--- config.mk ---
export PLATFORM = sky130hd
export DESIGN_NAME = branch_target_ras_flat
export DESIGN_NICKNAME = d
export VERILOG_FILES = /design/src/rtl/branch_target_ras_if.sv /design/src/rtl/branch_target_ras.sv /design/src/flat_wrapper.sv
export SDC_FILE = /design/constraint.sdc
export NUM_CORES = 1
export LEC_CHECK = 0
export CORE_ASPECT_RATIO = 1.25
export CORE_MARGIN = 8
export CORE_UTILIZATION = 54
export CTS_CLUSTER_DIAMETER = 30
export DETAILED_ROUTE_END_ITERATION = 10
export PLACE_DENSITY = 0.88
export SYNTH_ARGS = -nofsm -noshare
export SYNTH_HDL_FRONTEND = slang
export SYNTH_SLANG_ARGS = --single-unit
--- constraint.sdc ---
create_clock -name clk -period 5.9 [get_ports clk]
set_input_delay 1.18 -clock clk [delete_from_list [all_inputs] [get_ports clk]]
set_output_delay 1.18 -clock clk [all_outputs]
set_load 0.005 [all_outputs]
--- src/rtl/branch_target_ras_if.sv ---
// branch_target_ras_if: request/result bundle between decode, target stage and PC-select
interface branch_target_ras_if #(
    parameter int XLEN      = 32,
    parameter int RAS_DEPTH = 4
);
    logic                         flush;
    logic                         valid_in;
    logic [1:0]                   op;
    logic [XLEN-1:0]              pc;
    logic [XLEN-1:0]              rs1;
    logic [XLEN-1:0]              i_typ;
    logic [XLEN-1:0]              b_typ;
    logic [XLEN-1:0]              j_typ;
    logic                         rd_link;
    logic                         rs1_link;
    logic                         valid_out;
    logic [XLEN-1:0]              target;
    logic                         misaligned;
    logic [XLEN-1:0]              ras_pred;
    logic                         ras_pred_valid;
    logic [$clog2(RAS_DEPTH):0]   ras_count;
    logic                         ras_full;
    logic                         ras_empty;

    modport master (
        output flush, valid_in, op, pc, rs1, i_typ, b_typ, j_typ, rd_link, rs1_link,
        input  valid_out, target, misaligned, ras_pred, ras_pred_valid, ras_count, ras_full, ras_empty
    );

    modport slave (
        input  flush, valid_in, op, pc, rs1, i_typ, b_typ, j_typ, rd_link, rs1_link,
        output valid_out, target, misaligned, ras_pred, ras_pred_valid, ras_count, ras_full, ras_empty
    );
endinterface

--- src/rtl/branch_target_ras.sv ---
// branch_target_ras: registered branch/jump target adder with return-address stack
module branch_target_ras #(
    parameter int XLEN        = 32,
    parameter int RAS_DEPTH   = 4,
    parameter int ALIGN_BYTES = 4
) (
    input logic clk,
    input logic rst,
    branch_target_ras_if.slave bus
);
    localparam int PW = $clog2(RAS_DEPTH);
    localparam int CW = PW + 1;

    logic [XLEN-1:0] mem [RAS_DEPTH];
    logic [PW-1:0]   sp;
    logic [PW-1:0]   top;
    logic [CW-1:0]   cnt;
    logic [XLEN-1:0] tgt;
    logic [XLEN-1:0] link;
    logic            mis;
    logic            act;
    logic            push;
    logic            pop;
    logic            hit;

    // target arithmetic, alignment check and stack action decode
    always_comb begin
        tgt  = bus.op == 2'd1 ? bus.pc + bus.b_typ :
               bus.op == 2'd2 ? bus.pc + bus.j_typ :
               (bus.rs1 + bus.i_typ) & ~XLEN'(1);
        mis  = (ALIGN_BYTES == 4) && tgt[1];
        act  = bus.valid_in && !bus.flush && bus.op != 2'd0 && !mis;
        push = act && bus.op[1] && bus.rd_link;
        pop  = act && bus.op == 2'd3 && bus.rs1_link;
        hit  = pop && cnt != '0;
        top  = sp - PW'(1);
        link = bus.pc + XLEN'(4);
    end

    // result registers and stack pointer/count; sp wraps so a full push overwrites the oldest entry
    always_ff @(posedge clk) begin
        if (rst) begin
            bus.valid_out      <= 1'b0;
            bus.target         <= '0;
            bus.misaligned     <= 1'b0;
            bus.ras_pred       <= '0;
            bus.ras_pred_valid <= 1'b0;
            cnt                <= '0;
            sp                 <= '0;
        end else if (bus.flush) begin
            bus.valid_out      <= 1'b0;
            bus.ras_pred       <= '0;
            bus.ras_pred_valid <= 1'b0;
            cnt                <= '0;
            sp                 <= '0;
        end else begin
            bus.valid_out      <= bus.valid_in && bus.op != 2'd0;
            bus.target         <= tgt;
            bus.misaligned     <= mis;
            bus.ras_pred       <= hit ? mem[top] : '0;
            bus.ras_pred_valid <= hit;
            if (push && !hit) begin
                sp  <= sp + PW'(1);
                cnt <= cnt == CW'(RAS_DEPTH) ? cnt : cnt + CW'(1);
            end else if (hit && !push) begin
                sp  <= top;
                cnt <= cnt - CW'(1);
            end
        end
    end

    // stack storage; pop-then-push replaces the top in place
    always_ff @(posedge clk) begin
        if (!rst && push) mem[hit ? top : sp] <= link;
    end

    assign bus.ras_count = cnt;
    assign bus.ras_full  = cnt == CW'(RAS_DEPTH);
    assign bus.ras_empty = cnt == '0;
endmodule

--- src/flat_wrapper.sv ---
// flat-port wrapper written by rule: the top's interface ports become plain ports
module branch_target_ras_flat 
#(
    parameter int XLEN        = 32,
    parameter int RAS_DEPTH   = 4,
    parameter int ALIGN_BYTES = 4
)
  (clk, rst, bus_flush, bus_valid_in, bus_op, bus_pc, bus_rs1, bus_i_typ, bus_b_typ, bus_j_typ, bus_rd_link, bus_rs1_link, bus_valid_out, bus_target, bus_misaligned, bus_ras_pred, bus_ras_pred_valid, bus_ras_count, bus_ras_full, bus_ras_empty);
  branch_target_ras_if #(.XLEN(XLEN), .RAS_DEPTH(RAS_DEPTH)) bus_i ();
  input logic clk;
  input logic rst;
  input wire logic [$bits(bus_i.flush)-1:0] bus_flush;
  input wire logic [$bits(bus_i.valid_in)-1:0] bus_valid_in;
  input wire logic [$bits(bus_i.op)-1:0] bus_op;
  input wire logic [$bits(bus_i.pc)-1:0] bus_pc;
  input wire logic [$bits(bus_i.rs1)-1:0] bus_rs1;
  input wire logic [$bits(bus_i.i_typ)-1:0] bus_i_typ;
  input wire logic [$bits(bus_i.b_typ)-1:0] bus_b_typ;
  input wire logic [$bits(bus_i.j_typ)-1:0] bus_j_typ;
  input wire logic [$bits(bus_i.rd_link)-1:0] bus_rd_link;
  input wire logic [$bits(bus_i.rs1_link)-1:0] bus_rs1_link;
  output wire logic [$bits(bus_i.valid_out)-1:0] bus_valid_out;
  output wire logic [$bits(bus_i.target)-1:0] bus_target;
  output wire logic [$bits(bus_i.misaligned)-1:0] bus_misaligned;
  output wire logic [$bits(bus_i.ras_pred)-1:0] bus_ras_pred;
  output wire logic [$bits(bus_i.ras_pred_valid)-1:0] bus_ras_pred_valid;
  output wire logic [$bits(bus_i.ras_count)-1:0] bus_ras_count;
  output wire logic [$bits(bus_i.ras_full)-1:0] bus_ras_full;
  output wire logic [$bits(bus_i.ras_empty)-1:0] bus_ras_empty;
  assign bus_i.flush = bus_flush;
  assign bus_i.valid_in = bus_valid_in;
  assign bus_i.op = bus_op;
  assign bus_i.pc = bus_pc;
  assign bus_i.rs1 = bus_rs1;
  assign bus_i.i_typ = bus_i_typ;
  assign bus_i.b_typ = bus_b_typ;
  assign bus_i.j_typ = bus_j_typ;
  assign bus_i.rd_link = bus_rd_link;
  assign bus_i.rs1_link = bus_rs1_link;
  assign bus_valid_out = bus_i.valid_out;
  assign bus_target = bus_i.target;
  assign bus_misaligned = bus_i.misaligned;
  assign bus_ras_pred = bus_i.ras_pred;
  assign bus_ras_pred_valid = bus_i.ras_pred_valid;
  assign bus_ras_count = bus_i.ras_count;
  assign bus_ras_full = bus_i.ras_full;
  assign bus_ras_empty = bus_i.ras_empty;
  branch_target_ras #(.XLEN(XLEN), .RAS_DEPTH(RAS_DEPTH), .ALIGN_BYTES(ALIGN_BYTES)) u_core (.clk(clk), .rst(rst), .bus(bus_i));
endmodule
---- Word level (Yosys, flattened, before mapping) ----
Memory sizes are Yosys's and may differ from the RTL's. A register that Yosys moved wholly into a read port is not among the register bits.
Cells that the tools add are included.
word-level totals
  flip-flop bits (word level) ............. 40
  memory bits (writable) .................. 128
  input port bits ......................... 168
  output and inout bits ................... 72
  logic and storage cells ................. 55
  memories kept ........................... 1
memory list
  name        words  width  rd ports  clocked after memory_dff  write ports  line                     source
  u_core.mem  4      32     1         1                         1            branch_target_ras.sv:14  logic [XLEN-1:0] mem [RAS_DEPTH];
operators by class
  $add $sub $neg .......................... 8
  equality and inequality tests ........... 5
  multiplexer cells ....................... 10
  bitwise operators ....................... 1
  reduce and logical (&&, ||, !) cells .... 24
operator list
  cell                                                                    number
  32-bit adder                                                            3
  32-bit 2-to-1 mux                                                       2
  32-bit by 3-bit adder with 32-bit output (second input constant)        1
  1-bit logical AND                                                       12
  3-bit 2-to-1 mux                                                        3
  2-bit 2-to-1 mux                                                        3
  1-bit zero test                                                         5
  2-bit equality test (second input constant)                             2
  2-bit nonzero test                                                      2
  3-bit by 1-bit adder with 3-bit output (second input constant)          1
  3-bit equality test (second input constant)                             1
  3-bit zero test                                                         1
  3-bit nonzero test                                                      1
  3-bit OR reduction                                                      1
  3-bit by 1-bit subtractor with 3-bit output (second input constant)     1
  2-bit by 1-bit adder with 2-bit output (second input constant)          1
  2-bit by 1-bit equality test with 1-bit output (second input constant)  1
  1-bit 2-to-1 mux                                                        2
  2-bit inequality test (second input constant)                           1
  2-bit AND reduction                                                     1
  2-bit OR reduction                                                      1
  2-bit by 1-bit subtractor with 2-bit output (second input constant)     1
  1-bit inverter                                                          1

---- Logic depth before layout (Yosys ltp) ----
Gate-level depths: netlist of the first run.
  depth in word-level cells ............... 12
  depth in mapped cells ................... 17
  depth with buffers taken out ............ 17

---- Least setup slack after synthesis of the first run ----
Ideal clock, no wire load.
  path type ............................... in2reg
  from .................................... input bus_i_typ[0]
  to ...................................... memory u_core.mem[1][0] (enable)
  library setup time ...................... 432 ps
  arrival time ............................ 4571 ps
  required time ........................... 5468 ps
  setup slack ............................. 897 ps
  cell stages on the path ................. 10
  path buffers ............................ 0
  cells stage by stage .................... and2_1 > fa_1 > nor2b_1 > a211oi_1 > a21oi_1 > nor2_1 > and3_1 > nand4_1 > or3_1 > a21oi_1
between the ends
  word-level cells in the longest chain between the ends .. 10
  elaborated cells on any way between the ends .. 14
  classes of those cells .................. add/sub (1); mux (5); reduce/logical (8)
ends and longest elaborated chain
  item                            line                     source
  start: declaration              flat_wrapper.sv:17       input wire logic [$bits(bus_i.i_typ)-1:0] bus_i_typ;
  32-bit adder (*)                branch_target_ras.sv:30  (bus.rs1 + bus.i_typ) & ~XLEN'(1);
  32-bit 2-to-1 mux (*)           branch_target_ras.sv:29  bus.op == 2'd2 ? bus.pc + bus.j_typ :
  32-bit 2-to-1 mux (*)           branch_target_ras.sv:28  tgt = bus.op == 2'd1 ? bus.pc + bus.b_typ :
  1-bit zero test (*)             branch_target_ras.sv:32  act = bus.valid_in && !bus.flush && bus.op != 2'd0 && !mis;
  1-bit logical AND (*)           branch_target_ras.sv:32
  1-bit logical AND (2 in a row)  branch_target_ras.sv:33  push = act && bus.op[1] && bus.rd_link;
  1-bit logical AND               branch_target_ras.sv:74  if (!rst && push) mem[hit ? top : sp] <= link;
  1-bit 2-to-1 mux (2 in a row)   branch_target_ras.sv:74
  end: declaration                branch_target_ras.sv:14
Mark *: on every way between the ends. The rest lies on a longest branch, timed or not.

---- Worst setup path in the final report of the first run ----
  from .................................... input bus_pc[0]
  to ...................................... memory u_core.mem[3][24] (enable)
between the ends
  word-level cells in the longest chain between the ends .. 10
  elaborated cells on any way between the ends .. 15
  classes of those cells .................. add/sub (2); mux (5); reduce/logical (8)
ends and longest elaborated chain
  item                            line                     source
  start: declaration              flat_wrapper.sv:15       input wire logic [$bits(bus_i.pc)-1:0] bus_pc;
  32-bit adder                    branch_target_ras.sv:29
  32-bit 2-to-1 mux               branch_target_ras.sv:29
  32-bit 2-to-1 mux (*)           branch_target_ras.sv:28
  1-bit zero test (*)             branch_target_ras.sv:32
  1-bit logical AND (*)           branch_target_ras.sv:32
  1-bit logical AND (2 in a row)  branch_target_ras.sv:33
  1-bit logical AND               branch_target_ras.sv:74
  1-bit 2-to-1 mux (2 in a row)   branch_target_ras.sv:74
Marked as above.

==> results of run 1 <==
[through the flow]
stage | instance area, um2 | worst slack [ns] | hold WS (ns) | std cells
floorplan | 12800 | 0.897 | 0.435 | 1238
global placement | 15500 | 0.985 | 0.451 | 1734
detailed placement | 15500 | 0.828 | 0.457 | 1734
CTS | 16100 | 1.30 | 0.472 | 1766
global route | 16100 | 1.03 | 0.504 | 1771
finish | 16100 | 1.32 | 0.471 | 1771
[routing by layer]
layer / wire (um) / global-route usage (%) / vias to the layer above
li1: - / - / 5129
met1: 14500 / 30.5 / 5146
met2: 18200 / 42.6 / 445
met3: 2580 / 4.54 / 85
met4: 1500 / 14.0 / 4
met5: 21 / 0 / -
[layout make-up]
cell class	instances	area [um2]	share of cell area, %
Antenna cell	5	12.5	0.0776
Sequential cell	199	5270	32.7
Timing Repair Buffer	258	2530	15.7
Tap cell	292	365	2.27
Clock inverter	15	184	1.14
Multi-Input combinational cell	953	7210	44.8
Inverter	32	120	0.745
Clock buffer	17	425	2.64
[power breakdown]
group          leakage, nW  internal [W]  switching (W)
logic                 4.14      0.000436       0.000498
registers             1.73       0.00151      0.0000192
clock network        0.291      0.000642       0.000557
[state kept, by name (all words and copies together) (netlist names)]
signal	flops
u_core.bus.valid_out	1
u_core.bus.ras_count	3
u_core.sp	2
u_core.bus.ras_pred_valid	1
u_core.bus.target	32
u_core.mem	128
u_core.bus.ras_pred	32
[worst register-to-register path, stage by stage, from the launching register on]
cell	delay [ns]
dfxtp_1	0.37
or3_1	0.44
nand4_1	0.22
ha_1	0.28
inv_1	0.11
fa_1	0.40
nor2_1	0.13
nand2_1	0.07
o21ai_0	0.09
xnor2_1	0.14
nor2_1	0.06
[cell usage after synthesis, types with 20 or more instances]
master    count  area share, %
nand4_1      21            1.0
nand2_1      92            2.7
a21o_1       47            2.7
o21ai_0      37            1.4
a21oi_1     101            3.9
nand3_1      31            1.2
clkbuf_1     43            1.3
ha_1         95            9.3
inv_1        32           0.94
o21bai_1     20            1.2
and3_1       50            2.4
mux4_2       32            5.6
a211oi_1     33            1.9
xnor2_1      73            5.0
edfxtp_1    128             30
xor2_1       42            2.9
nor2_1       91            2.7
dfxtp_1      71             11
[final timing paths]
kind	start	end	slack, ns	cells after the start
worst min-delay path	u_core.bus.target[13]	u_core.bus.target[13]	0.47	2
worst max-delay path	bus_pc[0]	u_core.mem[3][24]	1.32	11
worst max register to register	u_core.bus.ras_count[0]	u_core.bus.ras_count[2]	3.48	10
worst min register to register	u_core.bus.target[13]	u_core.bus.target[13]	0.47	2
[cell families (layout without fill, tap and decap cells)]
logic type	Yosys count	in the layout	synth area share, %
AND/OR/NAND/NOR	350	350	13.3
AO/OA/AOI/OAI	352	352	19.0
multiplexers	37	37	6.00
buffers and inverters	86	322	2.95
other	0	5	0
adder cells (fa/ha/maj)	99	99	9.88
XOR/XNOR	115	115	7.84
flip-flops	199	199	41.0
==> results.sh, run 1 <==
export IMPL_rows=63
export IMPL_clockRootBuffer="clkbuf_16"
export IMPL_drive_gt1_share_pct=8.14
export IMPL_finalClockSkew_ns=0.00841
export IMPL_nets=1728
export IMPL_initial_core_util_pct=54.5
export IMPL_drcViolationCount=0
export IMPL_die_x_um=154
export IMPL_hold_violations=0
export IMPL_powerDensity_nw_per_um2=227
export IMPL_fin_crit_ns=4.58
export IMPL_endpoint_kind="register"
export IMPL_critPathMaxStageDelay_ns=0.62
export IMPL_gp_congestion=0.942
export IMPL_dp_hpwl_um=29000
export IMPL_routedWlPerCell_um=20.8
export IMPL_power_w=0.00366
export IMPL_crit_family="simple AND/OR/NAND/NOR gates"
export IMPL_ys_ff_latch=199
export IMPL_insertion_delay_ns=0.45
export IMPL_vias=10800
export IMPL_die_area_um2=29000
export IMPL_fin_crit_sh_pct=77.6
export IMPL_syn_area_um2=12800
export IMPL_final_cell_mix="clkdlybuf4s50_1, edfxtp_1, a21oi_1, ha_1, nand2_1"
export IMPL_slowest_stage="clkdlybuf4s50_1"
export IMPL_crit_chain="clkdlybuf4s50_1, ha_1, fa_1, a211oi_1, a21oi_1, nor2_1, and3_1, nand4_1, or3_1, a21oi_2, buf_4"
export IMPL_grt_pass1_vias=10900
export IMPL_first_iter_violations=796
export IMPL_numPortBuffers=239
export IMPL_cts_tree="done"
export IMPL_yosysWarningCount=0
export IMPL_fillers=1779
export IMPL_die_y_um=188
export IMPL_wl_um=36800
export IMPL_drt_first_pass_iters=5
export IMPL_critPathKind="in2reg"
export IMPL_ys_async_sr_fraction_pct=0
export IMPL_coreArea_um2=23600
export IMPL_worst_path_buf_inv=2
export IMPL_hold_buffers=0
export IMPL_hold_path_class="reg2reg"
export IMPL_status="finished clean"
export IMPL_rsz0062_at_grt="false"
export IMPL_clock_path_buffers=2
export IMPL_io_pins=240
export IMPL_syn_area_per_cell_um2=10.4
export IMPL_finalSetupViolations=0
export IMPL_layout_commonest_cell="clkdlybuf4s50_1"
export IMPL_numCtsBuffers=17
export IMPL_grt_pass1_wl_um=58000
export IMPL_seq_area_frac_synth_pct=41.0
export IMPL_crit_fanout=14
export IMPL_syn2layout_area_growth_pct=25.5
export IMPL_worst_pin_slew_ns=0.906
export IMPL_p_leak_nw=6.16
export IMPL_clock_sinks=199
export IMPL_synthesis_nets=1505
export IMPL_track_usage_pct=25.4
export IMPL_yosysUniqueCellTypes=82
export IMPL_via_per_inst=6.10
export IMPL_fmax_ghz=0.218
export IMPL_synth_edf_count=128
export IMPL_worstSetupStartpointType="input pin"
export IMPL_syn_instance_count=1238
export IMPL_maxSlewViolCount=0
export IMPL_post_route_util_pct=68.4
export IMPL_required_ns=6.04
export IMPL_ctsResizeCount=0
export IMPL_cap_violations=0
export IMPL_peakVddDrop_v=0.000163
export IMPL_clkTransAtPathRegs_ns=0.08
export IMPL_synthFlopType="edfxtp_1"
export IMPL_slew_headroom_pct=39.4
export IMPL_tns_ns=0
export IMPL_ant_nets=0
export IMPL_gr_total_overflow=0
export IMPL_cp_arrival_ns=4.72
export IMPL_grt_max_degree=57
export IMPL_h_tree_depth=4
export IMPL_cts_setup_buffers=0
export IMPL_antenna_found_initial=7
Power figures use the tool's default switching activity.
==> run 2, diff against run 1 <==
==> constraint.sdc (replaced) <==
create_clock -name clk -period 4.33 [get_ports clk]
set_input_delay 0.866 -clock clk [delete_from_list [all_inputs] [get_ports clk]]
set_output_delay 0.866 -clock clk [all_outputs]
set_load 0.005 [all_outputs]
==> run 2 against run 1 <==
Compared with the run above:
- core utilization grew 0.90 points
- largest power group unchanged
- worst setup slack lost 1.1 ns
- flip-flop and latch count is the same
- combinational power grew 39%
- total power grew 38%
- register-to-register slack lost 1.5 ns
- first-iteration DRC count grew 16%
- count of clock-buffer cells in the layout grew 2
- via count grew 0.68%
- global-route usage shrank 0.17 points
- die area is the same
- highest routed layer is now met4
- critical path depth grew 2
==> results.sh, run 2 (synthesized netlist as in run 1, its figures left out) <==
export IMPL_crit_chain="clkdlybuf4s50_1, ha_1, fa_1, a211oi_1, a21oi_1, nor2_1, and3_1, nand4_1, inv_1, xnor2_1, nand2b_1, nor2_2, buf_4"
export IMPL_clock_path_buffers=2
export IMPL_numPortBuffers=239
export IMPL_crit_family="buffers and inverters"
export IMPL_rsz0062_at_grt="false"
export IMPL_nets=1748
export IMPL_clock_sinks=199
export IMPL_grt_pass1_vias=11000
export IMPL_gp_congestion=0.977
export IMPL_crit_fanout=15
export IMPL_die_y_um=188
export IMPL_track_usage_pct=25.2
export IMPL_wl_um=36900
export IMPL_critPathKind="in2reg"
export IMPL_hold_path_class="reg2reg"
export IMPL_fmax_ghz=0.243
export IMPL_dp_cells=1754
export IMPL_final_cell_mix="clkdlybuf4s50_1, edfxtp_1, a21oi_1, ha_1, nand2_1"
export IMPL_status="finished clean"
export IMPL_fillers=1777
export IMPL_die_x_um=154
export IMPL_slowest_stage="clkdlybuf4s50_1"
export IMPL_required_ns=4.45
export IMPL_drive_gt1_share_pct=9.10
export IMPL_insertion_delay_ns=0.43
export IMPL_cp_arrival_ns=4.23
export IMPL_powerDensity_nw_per_um2=310
export IMPL_fin_crit_ns=4.11
export IMPL_h_tree_depth=4
export IMPL_endpoint_kind="register"
export IMPL_worstSetupStartpointType="input pin"
export IMPL_ctsResizeCount=0
export IMPL_first_iter_violations=924
export IMPL_io_pins=240
export IMPL_regMostFlops="u_core.mem"
export IMPL_vias=10900
export IMPL_coreArea_um2=23600
export IMPL_ant_nets=0
export IMPL_syn2layout_area_growth_pct=27.2
export IMPL_hold_violations=0
export IMPL_critPathMaxStageDelay_ns=0.61
export IMPL_routedWlPerCell_um=20.6
export IMPL_antenna_found_initial=3
export IMPL_initial_core_util_pct=54.5
export IMPL_worst_pin_slew_ns=0.733
export IMPL_rows=63
export IMPL_cap_violations=0
export IMPL_worst_path_buf_inv=3
export IMPL_gr_total_overflow=0
export IMPL_finalSetupViolations=0
export IMPL_peakVddDrop_v=0.000232
export IMPL_power_w=0.00506
export IMPL_hold_buffers=0
export IMPL_fin_crit_sh_pct=94.9
export IMPL_slew_headroom_pct=51.1
export IMPL_die_area_um2=29000
export IMPL_via_per_inst=6.08
export IMPL_dp_hpwl_um=29300
export IMPL_grt_max_degree=57
export IMPL_finalClockSkew_ns=0.00974
export IMPL_p_leak_nw=6.28
export IMPL_clockRootBuffer="clkbuf_16"
export IMPL_largest_reg_flops=128
export IMPL_grt_pass1_wl_um=57900
export IMPL_drt_first_pass_iters=5
export IMPL_drcViolationCount=0
export IMPL_maxSlewViolCount=0
export IMPL_fin_cells=1790
export IMPL_layout_commonest_cell="clkdlybuf4s50_1"
export IMPL_numCtsBuffers=17
export IMPL_cts_tree="done"
export IMPL_largestRegisters="u_core.mem x128, u_core.bus.ras_pred x32, u_core.bus.target x32"
export IMPL_clkTransAtPathRegs_ns=0.07
export IMPL_cts_setup_buffers=0
==> run 2: final timing paths <==
kind / start / endpoint / slack, ns / cells past startpoint
min reg2reg: u_core.bus.target[8] / u_core.bus.target[8] / 0.47 / 2
min: u_core.bus.target[8] / u_core.bus.target[8] / 0.47 / 2
max reg2reg: u_core.bus.ras_count[0] / u_core.bus.ras_count[2] / 2.03 / 10
max: bus_pc[0] / u_core.mem[0][29] / 0.22 / 13
==> run 2: cell type report <==
cell class	instances	area, um2	share of cell area (%)
Inverter	32	120	0.736
Multi-Input combinational cell	953	7210	44.2
Tap cell	292	365	2.24
Clock buffer	19	433	2.65
Clock inverter	13	190	1.16
Sequential cell	199	5270	32.3
Timing Repair Buffer	278	2730	16.7
Antenna cell	4	10.0	0.0613
==> run 2: power by group <==
| group | internal, W | switching [W] |
|---|---|---|
| logic | 0.000610 | 0.000688 |
| registers | 0.00205 | 0.0000284 |
| clock network | 0.000976 | 0.000708 |
| total | 0.00364 | 0.00142 |
==> run 2: worst reg2reg max path: stages (launching register included) <==
cell and delay [ns]:
dfxtp_1 0.37, or3_1 0.43, nand4_1 0.23, ha_1 0.24
inv_1 0.09, fa_1 0.38, nor2_1 0.10, nand2_1 0.05
o21ai_0 0.10, xnor2_1 0.15, nor2_1 0.05
==> run 2: layer usage <==
metal | vias to the layer above | wire length, um | share of wire [%] | global-route usage, %
met5 | - | 0 | 0 | 0
li1 | 5172 | - | - | -
met4 | 0 | 1320 | 3.6 | 11.6
met2 | 443 | 18100 | 49 | 42.8
met1 | 5190 | 15100 | 41 | 30.5
met3 | 77 | 2430 | 6.6 | 4.84
==> run 2: through the flow <==
| step | hold WS, ns | utilization [%] | setup TNS, ns | cell area (um2) | setup WS (ns) |
|---|---|---|---|---|---|
| finish | 0.467 | 69.3 | 0 | 16300 | 0.221 |
| global route | 0.493 | 69.3 | 0 | 16300 | 0.0536 |
| CTS | 0.474 | 69.2 | 0 | 16300 | 0.296 |
| detailed placement | 0.460 | 66.6 | -9.65 | 15700 | -0.137 |
| global placement | 0.454 | 66.6 | 0 | 15700 | 0.108 |
| floorplan | 0.435 | - | -9.42 | 12800 | -0.147 |
